**src/rtl/ps2_keyboard_rx.sv**
```systemverilog
// ps2_keyboard_rx: PS/2 keyboard receiver with deglitch, frame checking and FWFT scan-code FIFO.
// Optional prefix decoding: define PS2_RX_PREFIX_DECODE_EN to fold E0/F0 into entry flags.
module ps2_keyboard_rx #(
   parameter int FILTER    = 4,
   parameter int TIMEOUT   = 50000,
   parameter int FIFO_BITS = 3
) (
   input  logic       clk,
   input  logic       reset,
   input  logic       ps2_clk,
   input  logic       ps2_data,
   input  logic       rd,
   output logic       valid,
   output logic [7:0] code,
   output logic       extended,
   output logic       released,
   output logic       frame_err,
   output logic       overflow
);
   localparam int FW = $clog2(FILTER);
   typedef enum logic [1:0] {IDLE, DATA, PARITY, STOP} state_t;
   state_t state;
   logic [1:0] clk_s, dat_s;
   logic fclk;
   logic [FW-1:0] fcnt;
   logic [15:0] tcnt;
   logic [2:0] bcnt;
   logic [7:0] shift;
   logic par_ok;
   logic ext_f, rel_f;
   logic fall, bit_in, timeout, stop_ok, bad, pfx, push, pop, full, empty;
   logic [FIFO_BITS:0] wp, rp;
   logic [9:0] mem [2**FIFO_BITS];
   logic [9:0] head;

   assign bit_in  = dat_s[1];
   assign fall    = fclk && !clk_s[1] && fcnt == FW'(FILTER - 1);
   assign timeout = !fall && state != IDLE && tcnt == 16'(TIMEOUT - 1);
   assign stop_ok = fall && state == STOP && bit_in && par_ok;
   assign bad     = (fall && state == IDLE && bit_in) || (fall && state == STOP && !(bit_in && par_ok)) || timeout;
   assign empty   = wp == rp;
   assign full    = wp[FIFO_BITS] != rp[FIFO_BITS] && wp[FIFO_BITS-1:0] == rp[FIFO_BITS-1:0];
   assign pop     = rd && !empty;
   assign push    = stop_ok && !pfx;
   assign valid   = !empty;
   assign head    = mem[rp[FIFO_BITS-1:0]];
   assign {extended, released, code} = valid ? head : 10'd0;

   // Resynchronise both pins and let the clock change only after FILTER stable samples
   always_ff @(posedge clk or posedge reset)
      if (reset) begin
         clk_s <= 2'b11;
         dat_s <= 2'b11;
         fclk  <= 1'b1;
         fcnt  <= '0;
      end else begin
         clk_s <= {clk_s[0], ps2_clk};
         dat_s <= {dat_s[0], ps2_data};
         if (clk_s[1] == fclk)
            fcnt <= '0;
         else if (fcnt == FW'(FILTER - 1)) begin
            fclk <= clk_s[1];
            fcnt <= '0;
         end else
            fcnt <= fcnt + 1'b1;
      end

   // Frame deserialiser with stall timeout and registered error/overflow pulses
   always_ff @(posedge clk or posedge reset)
      if (reset) begin
         state     <= IDLE;
         shift     <= '0;
         bcnt      <= '0;
         par_ok    <= 1'b0;
         tcnt      <= '0;
         frame_err <= 1'b0;
         overflow  <= 1'b0;
      end else begin
         frame_err <= bad;
         overflow  <= push && full && !pop;
         tcnt      <= (state == IDLE || fall) ? 16'd0 : tcnt + 16'd1;
         if (timeout)
            state <= IDLE;
         else if (fall)
            case (state)
               IDLE: if (!bit_in) begin
                  state <= DATA;
                  shift <= '0;
                  bcnt  <= '0;
               end
               DATA: begin
                  shift <= {bit_in, shift[7:1]};
                  bcnt  <= bcnt + 3'd1;
                  if (bcnt == 3'd7) state <= PARITY;
               end
               PARITY: begin
                  par_ok <= ^{shift, bit_in};
                  state  <= STOP;
               end
               STOP: state <= IDLE;
            endcase
      end

`ifdef PS2_RX_PREFIX_DECODE_EN
   assign pfx = shift == 8'hE0 || shift == 8'hF0;
   // Prefix flags accumulate over E0/F0 and clear after any other good byte or a bad frame
   always_ff @(posedge clk or posedge reset)
      if (reset) begin
         ext_f <= 1'b0;
         rel_f <= 1'b0;
      end else begin
         ext_f <= !bad && (stop_ok ? shift == 8'hE0 || (shift == 8'hF0 && ext_f) : ext_f);
         rel_f <= !bad && (stop_ok ? shift == 8'hF0 || (shift == 8'hE0 && rel_f) : rel_f);
      end
`else
   assign pfx   = 1'b0;
   assign ext_f = 1'b0;
   assign rel_f = 1'b0;
`endif

   // FIFO pointers; a push into a full FIFO only lands when a pop frees a slot the same cycle
   always_ff @(posedge clk or posedge reset)
      if (reset) begin
         wp <= '0;
         rp <= '0;
      end else begin
         if (push && (!full || pop)) wp <= wp + 1'b1;
         if (pop) rp <= rp + 1'b1;
      end

   // FIFO storage, written alongside the write-pointer advance
   always_ff @(posedge clk)
      if (push && (!full || pop)) mem[wp[FIFO_BITS-1:0]] <= {ext_f, rel_f, shift};
endmodule

```
**config.mk**
```make
export PLATFORM = sky130hd
export DESIGN_NAME = ps2_keyboard_rx
export DESIGN_NICKNAME = d
export VERILOG_FILES = /design/src/rtl/ps2_keyboard_rx.sv
export SDC_FILE = /design/constraint.sdc
export NUM_CORES = 1
export LEC_CHECK = 0
export ABC_CLOCK_PERIOD_IN_PS = 6700
export BUFFER_PORTS_ARGS = -buffer_cell sky130_fd_sc_hd__buf_2
export CORE_MARGIN = 3
export CORE_UTILIZATION = 25
export CTS_BUF_LIST = sky130_fd_sc_hd__clkbuf_16
export CTS_CLUSTER_SIZE = 10
export DETAILED_ROUTE_END_ITERATION = 8
export PLACE_DENSITY = 0.5
export REMOVE_ABC_BUFFERS = 1
export SETUP_SLACK_MARGIN = 0.02
export SYNTH_ARGS = -nofsm -noshare
export SYNTH_HDL_FRONTEND = slang
export SYNTH_SLANG_ARGS = --single-unit
```
**constraint.sdc**
```tcl
create_clock -name clk -period 6.7 [get_ports clk]
set_input_delay 1.005 -clock clk [delete_from_list [all_inputs] [get_ports clk]]
set_output_delay 1.005 -clock clk [all_outputs]
set_load 0.02 [all_outputs]
```
### After elaboration in Yosys (flattened, before gate mapping)

Memory sizes are Yosys's and may differ from the RTL's.
Index checks and enable logic that the tools add are counted.

| storage, ports and cells | value |
|---|---|
| register bits | 47 |
| RAM bits | 64 |
| bits of input ports | 5 |
| output and inout port bits | 13 |
| logic and storage cells | 84 |
| memories | 1 |

Memory list:

| name | depth | width | rd ports | clocked after Yosys merged registers in | wr ports | line | RTL |
|---|---|---|---|---|---|---|---|
| mem | 8 | 8 | 1 | 0 | 1 | 33 | `logic [9:0] mem [2**FIFO_BITS];` |

| cells by class | value |
|---|---|
| add/subtract/negate cells | 5 |
| eq/ne operators | 13 |
| multiplexer cells | 15 |
| bitwise operators | 2 |
| reductions and logical operators | 35 |

Operators with widths:

| cell | number |
|---|---|
| $add A16 B1 Y16 const B | 1 |
| $eq A16 B16 Y1 const B | 1 |
| $logic_and A1 B1 Y1 | 16 |
| $mux W16 | 1 |
| $pmux W8 S2 | 1 |
| $mux W2 | 6 |
| $mux W10 | 1 |
| $reduce_xor A9 Y1 | 1 |
| $add A4 B1 Y4 const B | 2 |
| $mux W8 | 1 |
| $pmux W2 S4 | 1 |
| $eq A2 B2 Y1 const B | 3 |
| $logic_not A1 Y1 | 6 |
| $ne A3 B3 Y1 const B | 2 |
| $pmux W3 S2 | 1 |
| $reduce_and A3 Y1 | 2 |
| $reduce_bool A2 Y1 | 3 |
| $eq A4 B4 Y1 | 1 |
| $logic_or A1 B1 Y1 | 4 |
| $reduce_and A4 Y1 | 1 |
| $add A3 B1 Y3 const B | 1 |
| $eq A3 B3 Y1 | 1 |
| $eq A3 B3 Y1 const B | 1 |
| $mux W3 | 1 |
| other kinds (9) | 11 |

### Longest topological paths before layout

Gate-level depths: netlist (run 1).

| logic depth | value |
|---|---|
| depth after elaboration | 9 |
| gate-level depth with buffers | 8 |
| depth with buffers taken out | 6 |

### Least setup slack after synthesis (run 1)

OpenSTA, ideal clock, no wires.

| timing | value |
|---|---|
| path type | input to register |
| from | input rd |
| to | memory mem[4][0] (netlist name) (enable) |
| setup time | 0.395 ns |
| arrival | 2.225 ns |
| data required time | 6.305 ns |
| path slack | 4.080 ns |
| stages | 3 |
| buffers on the path | 0 |
| cells stage by stage | nor2_1 a21oi_2 nor4bb_1 |

| between the ends | value |
|---|---|
| longest elaborated chain between the ends | 5 |

Ends and longest elaborated chain:

| item | line | RTL |
|---|---|---|
| start, declared | 12 | `input logic rd,` |
| $logic_and A1 B1 Y1 | 43 | `assign pop = rd && !empty;` |
| $logic_or A1 B1 Y1 | 133 | `if (push && (!full \|\| pop)) mem[wp[FIFO_BITS-1:0]] <= {ext_f, rel_f, shift};` |
| $logic_and A1 B1 Y1 | 133 |  |
| $mux W1 | 133 |  |
| $mux W1 (not written as such) | 133 |  |
| end, declared | 33 |  |

No other way between the ends.

### Worst setup path after layout (run 1)

| timing | value |
|---|---|
| from | register rp[0] |
| to | output code[3] |

| between the ends | value |
|---|---|
| longest elaborated chain between the ends | 2 |
| elaborated cells on any way between the ends | 3 |
| those cells by class | 1 x eq/ne; 1 x mux; 1 x memory |

Ends and longest elaborated chain:

| item | line | RTL |
|---|---|---|
| start, declared | 32 | `logic [FIFO_BITS:0] wp, rp;` |
| start signal, assigned | 128 | `if (pop) rp <= rp + 1'b1;` |
| $mem_v2 Z8 W8 or $eq A4 B4 Y1 (tied branches) | - |  |
| $mux W10 (*) | 47 | `assign {extended, released, code} = valid ? head : 10'd0;` |
| end, declared | 14 | `output logic [7:0] code,` |

Mark *: on every way between the ends. The rest lies on a longest branch, timed or not.

==> impl_metrics.py, run 1 <==
metrics = {
    "timing": {
        "finalCriticalPeriod_ps": 3510,
        "hold_violations": 0,
        "fin_hold_ws_ps": 357,
        "fin_ws_ps": 3190,
        "tightest_slew_ps": 1170,
        "finalCritPeriodShare_pct": 52.4,
        "setup_tns_ps": 0,
        "final_max_slew_viol_count": 0,
        "fin_skew_ps": 7.19,
        "rsz0062_at_grt": "false",
        "fmax_mhz": 285,
        "setup_viol": 0,
        "relSlewSlack_pct": 22.1,
    },
    "clock_network": {
        "insertion_delay_ps": 350,
        "path_clk_slew_ps": 70,
        "cts_root_buffer": "clkbuf_16",
        "clk_path_buf_depth": 2,
        "ctsHoldBuffers": 0,
        "post_cts_resized": 0,
        "cts_tree": "done",
        "cts_setup_buffers": 0,
        "numClockSinks": 111,
        "htree_levels": 3,
        "numCtsBuffers": 9,
    },
    "synth": {
        "synth_area_leaders": "edfxtp_1 40%, dfrtp_1 22%, mux4_2 5.6%",
        "synth_seq_area_share_pct": 64.1,
        "synth_edf_count": 64,
        "ys_top_cells_by_count": "64 x edfxtp_1, 42 x dfrtp_1, 30 x nand2_1",
        "postSynthAreaPerCell_sq_um": 14.4,
        "synth_top_area_share_pct": 39.7,
        "yosysMostFrequentCell": "edfxtp_1",
        "synth_top_family_by_area": "simple AND/OR/NAND/NOR gates",
        "synth_xor_area_share_pct": 5.17,
        "synth-compound-area-share_pct": 4.00,
        "syn-instance-count": 337,
        "async_reset_ff_share_pct": 42.3,
        "synthAdderAreaFrac_pct": 2.84,
        "ys_types": 51,
        "synth_seq_cells": 111,
        "synth_mux_area_share_pct": 10.1,
        "ys.flop_type": "edfxtp_1",
        "netlist_area_sq_um": 4840,
        "synth_warnings": 0,
        "yosys.area_share.simple_pct": 10.7,
        "synth_top_cell_by_area": "edfxtp_1",
    },
    "drt": {
        "wl_mm": 8.76,
        "first_iter_violations": 161,
        "drc": 0,
        "final_antenna_net_count": 0,
        "vias": 2631,
        "dr.pass1.iters": 4,
        "post_drt_via_cell_ratio": 4.27,
        "wl_per_cell_um": 14.2,
    },
    "power": {
        "ir_worst_vdd_v": 0.000123,
        "p_per_area_nw_per_um2": 323,
        "p_total_mw": 1.76,
        "leakage_nw": 2.13,
    },
    "floorplan": {
        "start_util_pct": 25.6,
        "die_h_um": 145,
        "die-area_sq_um": 21100,
        "die_w_um": 145,
        "row_count": 50,
        "num_io_pins": 18,
        "fp.coreArea_sq_um": 18900,
    },
    "finish": {
        "final_util_pct": 28.9,
        "antenna_cells": 0,
        "area_growth_syn_to_layout_pct": 12.6,
        "drive_gt1_share_pct": 16.9,
        "fillers": 1947,
        "nets": 367,
    },
    "global_route": {
        "grtUsageMet1_pct": 11.2,
        "grt_overflow": 0,
        "grt_pass1_wl_mm": 14.6,
        "globalRouteMet3Util_pct": 2.59,
        "grt_start_max_net_pins": 48,
        "grtUsageTotal_pct": 8.73,
        "grt_pass1_vias": 2691,
        "busiest_layer": "met2",
        "antenna_found_initial": 0,
        "grtUsageMet2_pct": 14.3,
    },
    "hold_path": {
        "min_from": "clk_s[0]$_DFF_PP1_",
        "min_path_type": "flip-flop to flip-flop",
    },
    "place": {
        "port_buffers": 15,
        "gp_congestion": 0.680,
        "dpl.hpwl_mm": 5.56,
        "dp_slack_ps": 3460,
    },
    "critical_path": {
        "crit_fanout": 20,
        "crit_start": "rp[0]$_DFFE_PP0P_",
        "r2r_start": "rp[0]$_DFFE_PP0P_",
        "crit_required_ps": 5690,
        "end_kind": "output port",
        "setup.worst_path.start_class": "flip-flop",
        "critPathKind": "flip-flop to output port",
        "crit_arrival_ps": 2510,
    },
    "run": {
        "maxCapViolCount": 0,
    },
    "run_status": {
        "outcome": "completed",
    },
}
==> power breakdown <==
group          switching (mW)  leakage [nW]  internal, mW
combinational           0.169         0.727         0.186
clock                   0.254         0.143         0.259
sequential              0.123          1.26         0.772
total                   0.546          2.13          1.22
==> cells in the final DEF (no fill, tap or decap), types with 4 or more instances in the layout <==
| cell | synthesis | final |
|---|---|---|
| mux4_1 | 4 | 4 |
| dfstp_2 | 5 | 5 |
| nand4_1 | 7 | 7 |
| o21ai_0 | 18 | 18 |
| mux2i_1 | 9 | 9 |
| ha_1 | 11 | 11 |
| nand2_1 | 30 | 30 |
| dfrtp_1 | 42 | 42 |
| a21oi_1 | 4 | 4 |
| nor2_1 | 23 | 23 |
| or3_1 | 4 | 4 |
| mux4_2 | 12 | 12 |
| nor3_1 | 4 | 4 |
| buf_2 | 2 | 15 |
| xor2_1 | 10 | 10 |
| edfxtp_1 | 64 | 64 |
| xnor2_1 | 16 | 16 |
| nand3_1 | 9 | 9 |
| clkbuf_16 | 0 | 9 |
| inv_1 | 11 | 11 |
==> cell families after synthesis <==
kind of cell / after synthesis
multiplexers: 27
AO/OA/AOI/OAI: 33
adder cells (fa/ha/maj): 11
flip-flops: 111
AND/OR/NAND/NOR: 99
buffers and inverters: 28
XOR/XNOR: 27
other: 1
==> registers in the layout, summed over array words and instances, names as in the netlist, 2 cells and up <==
| register | count |
|---|---|
| fcnt | 2 |
| state | 2 |
| shift | 8 |
| rp | 4 |
| clk_s | 2 |
| wp | 4 |
| bcnt | 3 |
| tcnt | 16 |
| mem | 64 |
| dat_s | 2 |
==> critical path: stages (launching register included) <==
cell and delay (ps):
dfrtp_1 1120, mux4_1 660, mux2i_1 140, nor2_1 60
buf_2 160
==> final timing paths <==
kind | endpoint | slack (ps) | depth (start not counted)
worst max-delay path | code[3] | 3190 | 4
worst min-delay path | clk_s[1]$_DFF_PP1_ | 360 | 0
worst max register to register | mem[5][7]$_DFFE_PP_ | 3920 | 4
worst min register to register | clk_s[1]$_DFF_PP1_ | 360 | 0
max in group asynchronous | state[1]$_DFFE_PP0P_ | 5200 | 2
min in group asynchronous | tcnt[12]$_DFF_PP0_ | 890 | 2
==> area by class of cell <==
type	count	area, sq um	area share, %
multi-input cells	199	1600	29.3
well taps	260	325	5.96
repair buffers	18	97.6	1.79
flip-flops and latches	111	3100	56.9
clock buffers	9	225	4.13
inverters	12	50.0	0.917
clock inverters	7	56.3	1.03
==> layer usage <==
| layer | wire length [um] | share of wire [%] | vias up |
|---|---|---|---|
| li1 | - | - | 1265 |
| met1 | 4130 | 47 | 1331 |
| met2 | 4300 | 49 | 28 |
| met3 | 231 | 2.6 | 7 |
| met4 | 95 | 1.1 | 0 |
| met5 | 0 | 0 | - |
==> per-stage QoR <==
step           instance area, sq um  instances
2_1_floorplan                  4750        322
3_3_place_gp                   5170        600
3_5_place_dp                   5170        600
4_1_cts                        5460        616
5_1_grt                        5460        616
6_report                       5460        616
Note: power is estimated with default switching activity, not from simulation.
==> inputs of run 2 (changes only) <==
--- a/config.mk
+++ b/config.mk
@@ -5,7 +5,8 @@
 export SDC_FILE = /design/constraint.sdc
 export NUM_CORES = 1
 export LEC_CHECK = 0
-export ABC_CLOCK_PERIOD_IN_PS = 6700
+export ABC_AREA = 1
+export ABC_CLOCK_PERIOD_IN_PS = 3500
 export BUFFER_PORTS_ARGS = -buffer_cell sky130_fd_sc_hd__buf_2
 export CORE_MARGIN = 3
 export CORE_UTILIZATION = 25
==> constraint.sdc (replaced) <==
create_clock -name clk -period 3.5 [get_ports clk]
set_input_delay 0.525 -clock clk [delete_from_list [all_inputs] [get_ports clk]]
set_output_delay 0.525 -clock clk [all_outputs]
set_load 0.02 [all_outputs]
==> impl_metrics.py, run 2 <==
metrics = {
    "synth": {
        "synth_seq_cells": 111,
        "synth_area_leaders": "edfxtp_1 38%, dfrtp_1 21%, nor2_1 7.2%",
        "ys_types": 35,
        "synth_top_cell_by_area": "edfxtp_1",
        "synth_edf_count": 64,
        "netlist_area_sq_um": 5010,
        "ys_top_cells_by_count": "96 x nor2_1, 73 x nand2_1, 64 x edfxtp_1",
        "postSynthAreaPerCell_sq_um": 10.2,
        "synth_warnings": 0,
        "async_reset_ff_share_pct": 42.3,
        "yosysMostFrequentCell": "nor2_1",
        "synth_top_area_share_pct": 38.4,
        "synth_seq_area_share_pct": 62.0,
        "ys.flop_type": "edfxtp_1",
        "syn-instance-count": 490,
    },
    "clock_network": {
        "cts_root_buffer": "clkbuf_16",
        "htree_levels": 3,
        "ctsHoldBuffers": 0,
        "clk_path_buf_depth": 2,
        "insertion_delay_ps": 340,
        "cts_setup_buffers": 0,
        "path_clk_slew_ps": 70,
        "post_cts_resized": 0,
        "numCtsBuffers": 9,
        "cts_tree": "done",
        "numClockSinks": 111,
    },
    "finish": {
        "nets": 525,
        "layout_common_cells": "96 x nor2_1, 73 x nand2_1, 64 x edfxtp_1, 54 x o21ai_0, 44 x inv_1",
        "drive_gt1_share_pct": 11.7,
        "final_common_cell": "nor2_1",
        "final_util_pct": 28.8,
        "area_growth_syn_to_layout_pct": 12.8,
        "antenna_cells": 0,
        "largest_reg_flops": 64,
    },
    "floorplan": {
        "row_count": 51,
        "fp.coreArea_sq_um": 19600,
        "die-area_sq_um": 21800,
        "die_h_um": 148,
        "start_util_pct": 25.6,
        "num_io_pins": 18,
        "die_w_um": 148,
    },
    "hold_path": {
        "min_from": "ps2_clk",
        "min_path_type": "input pin to flip-flop",
    },
    "timing": {
        "fin_skew_ps": 9.26,
        "finalCriticalPeriod_ps": 2680,
        "setup_tns_ps": 0,
        "tightest_slew_ps": 1010,
        "finalCritPeriodShare_pct": 76.5,
        "setup_viol": 0,
        "fmax_mhz": 374,
        "hold_violations": 0,
        "rsz0062_at_grt": "false",
        "relSlewSlack_pct": 32.5,
        "fin_hold_ws_ps": 273,
        "final_max_slew_viol_count": 0,
    },
    "place": {
        "port_buffers": 15,
        "dpl.hpwl_mm": 6.86,
        "gp_congestion": 0.753,
    },
    "global_route": {
        "antenna_found_initial": 0,
        "grtUsageMet2_pct": 15.1,
        "globalRouteMet3Util_pct": 2.64,
        "grt_overflow": 0,
        "grtUsageTotal_pct": 9.46,
        "grt_pass1_vias": 3207,
        "grt_pass1_wl_mm": 16.3,
        "busiest_layer": "met2",
        "grtUsageMet1_pct": 12.6,
        "grt_start_max_net_pins": 48,
    },
    "critical_path": {
        "setup.worst_path.start_class": "flip-flop",
        "crit_start": "rp[1]$_DFFE_PP0P_",
        "r2r_start": "rp[1]$_DFFE_PP0P_",
        "crit_required_ps": 2970,
        "critPathKind": "flip-flop to output port",
        "crit_arrival_ps": 2150,
        "end_kind": "output port",
        "crit_fanout": 19,
    },
    "drt": {
        "drc": 0,
        "vias": 3347,
        "dr.pass1.iters": 5,
        "post_drt_via_cell_ratio": 4.30,
        "wl_mm": 10.1,
        "wl_per_cell_um": 12.9,
        "final_antenna_net_count": 0,
        "first_iter_violations": 220,
    },
    "power": {
        "leakage_nw": 2.24,
        "p_total_mw": 3.51,
        "ir_worst_vdd_v": 0.000247,
        "p_per_area_nw_per_um2": 622,
    },
    "run": {
        "maxCapViolCount": 0,
    },
    "run_status": {
        "outcome": "completed",
    },
}
## run 2: cell count changes after synthesis, moves of 8 or more
| cell | previous run | this run |
|---|---|---|
| mux4_2 | 12 | 0 |
| mux2i_1 | 9 | 0 |
| inv_1 | 11 | 42 |
| o21ai_0 | 18 | 54 |
| nor2_1 | 23 | 96 |
| o32ai_1 | 0 | 8 |
| xnor2_1 | 16 | 4 |
| nand2_1 | 30 | 73 |
## run 2: per-layer routing
metal | share of wire [%] | routed length, um
met4 | 1.1 | 106
met3 | 3.8 | 385
met1 | 47 | 4760
met2 | 48 | 4800
met5 | 0 | 0
## run 2: metrics by stage
stage          setup WS, ps  instance area [sq um]  cells
6_report                824                   5650    779
5_1_grt                 633                   5650    779
4_1_cts                 797                   5650    779
3_5_place_dp           1030                   5370    763
3_3_place_gp           1050                   5370    763
2_1_floorplan          1060                   4910    476
## run 2: critical path, cell delays in order, from the launching register on
cell and delay (ps):
dfrtp_1 720, buf_4 350, o21ai_0 150, o32ai_1 200, nor2_1 110, nor2_1 110
buf_2 160
## run 2: layout make-up
cell class	instances	area [sq um]
Clock buffer	9	225
Clock inverter	7	51.3
Fill cell	2050	13900
Inverter	45	171
Multi-Input combinational cell	320	1640
Sequential cell	111	3100
Tap cell	265	332
Timing Repair Buffer	22	128
## run 2: power breakdown
| part | switching [mW] | total (mW) | internal [mW] |
|---|---|---|---|
| combinational | 0.695 | 1.03 | 0.338 |
| clock | 0.464 | 0.953 | 0.490 |
| sequential | 0.0889 | 1.53 | 1.44 |
| total | 1.25 | 3.51 | 2.27 |
## run 2: final timing paths
path / cells after the start / slack (ps) / end
max in group asynchronous: 2 / 2460 / shift[4]$_DFFE_PP0P_
setup / recovery: 6 / 820 / code[0]
setup reg to reg: 8 / 1060 / mem[0][6]$_DFFE_PP_
hold / removal: 1 / 270 / clk_s[0]$_DFF_PP1_
hold reg to reg: 0 / 360 / clk_s[1]$_DFF_PP1_
min in group asynchronous: 2 / 420 / state[0]$_DFFE_PP0P_
## run 2: logic make-up (layout without fill, tap and decap cells)
kind of cell             Yosys count  in the layout  synth area share, %
AO/OA/AOI/OAI                     84             84                 9.30
AND/OR/NAND/NOR                  211            211                 18.2
other                              1              2               0.0749
XOR/XNOR                          12             12                 2.25
buffers and inverters             60             83                 5.37
adder cells (fa/ha/maj)           11             11                 2.75
flip-flops                       111            111                 62.0
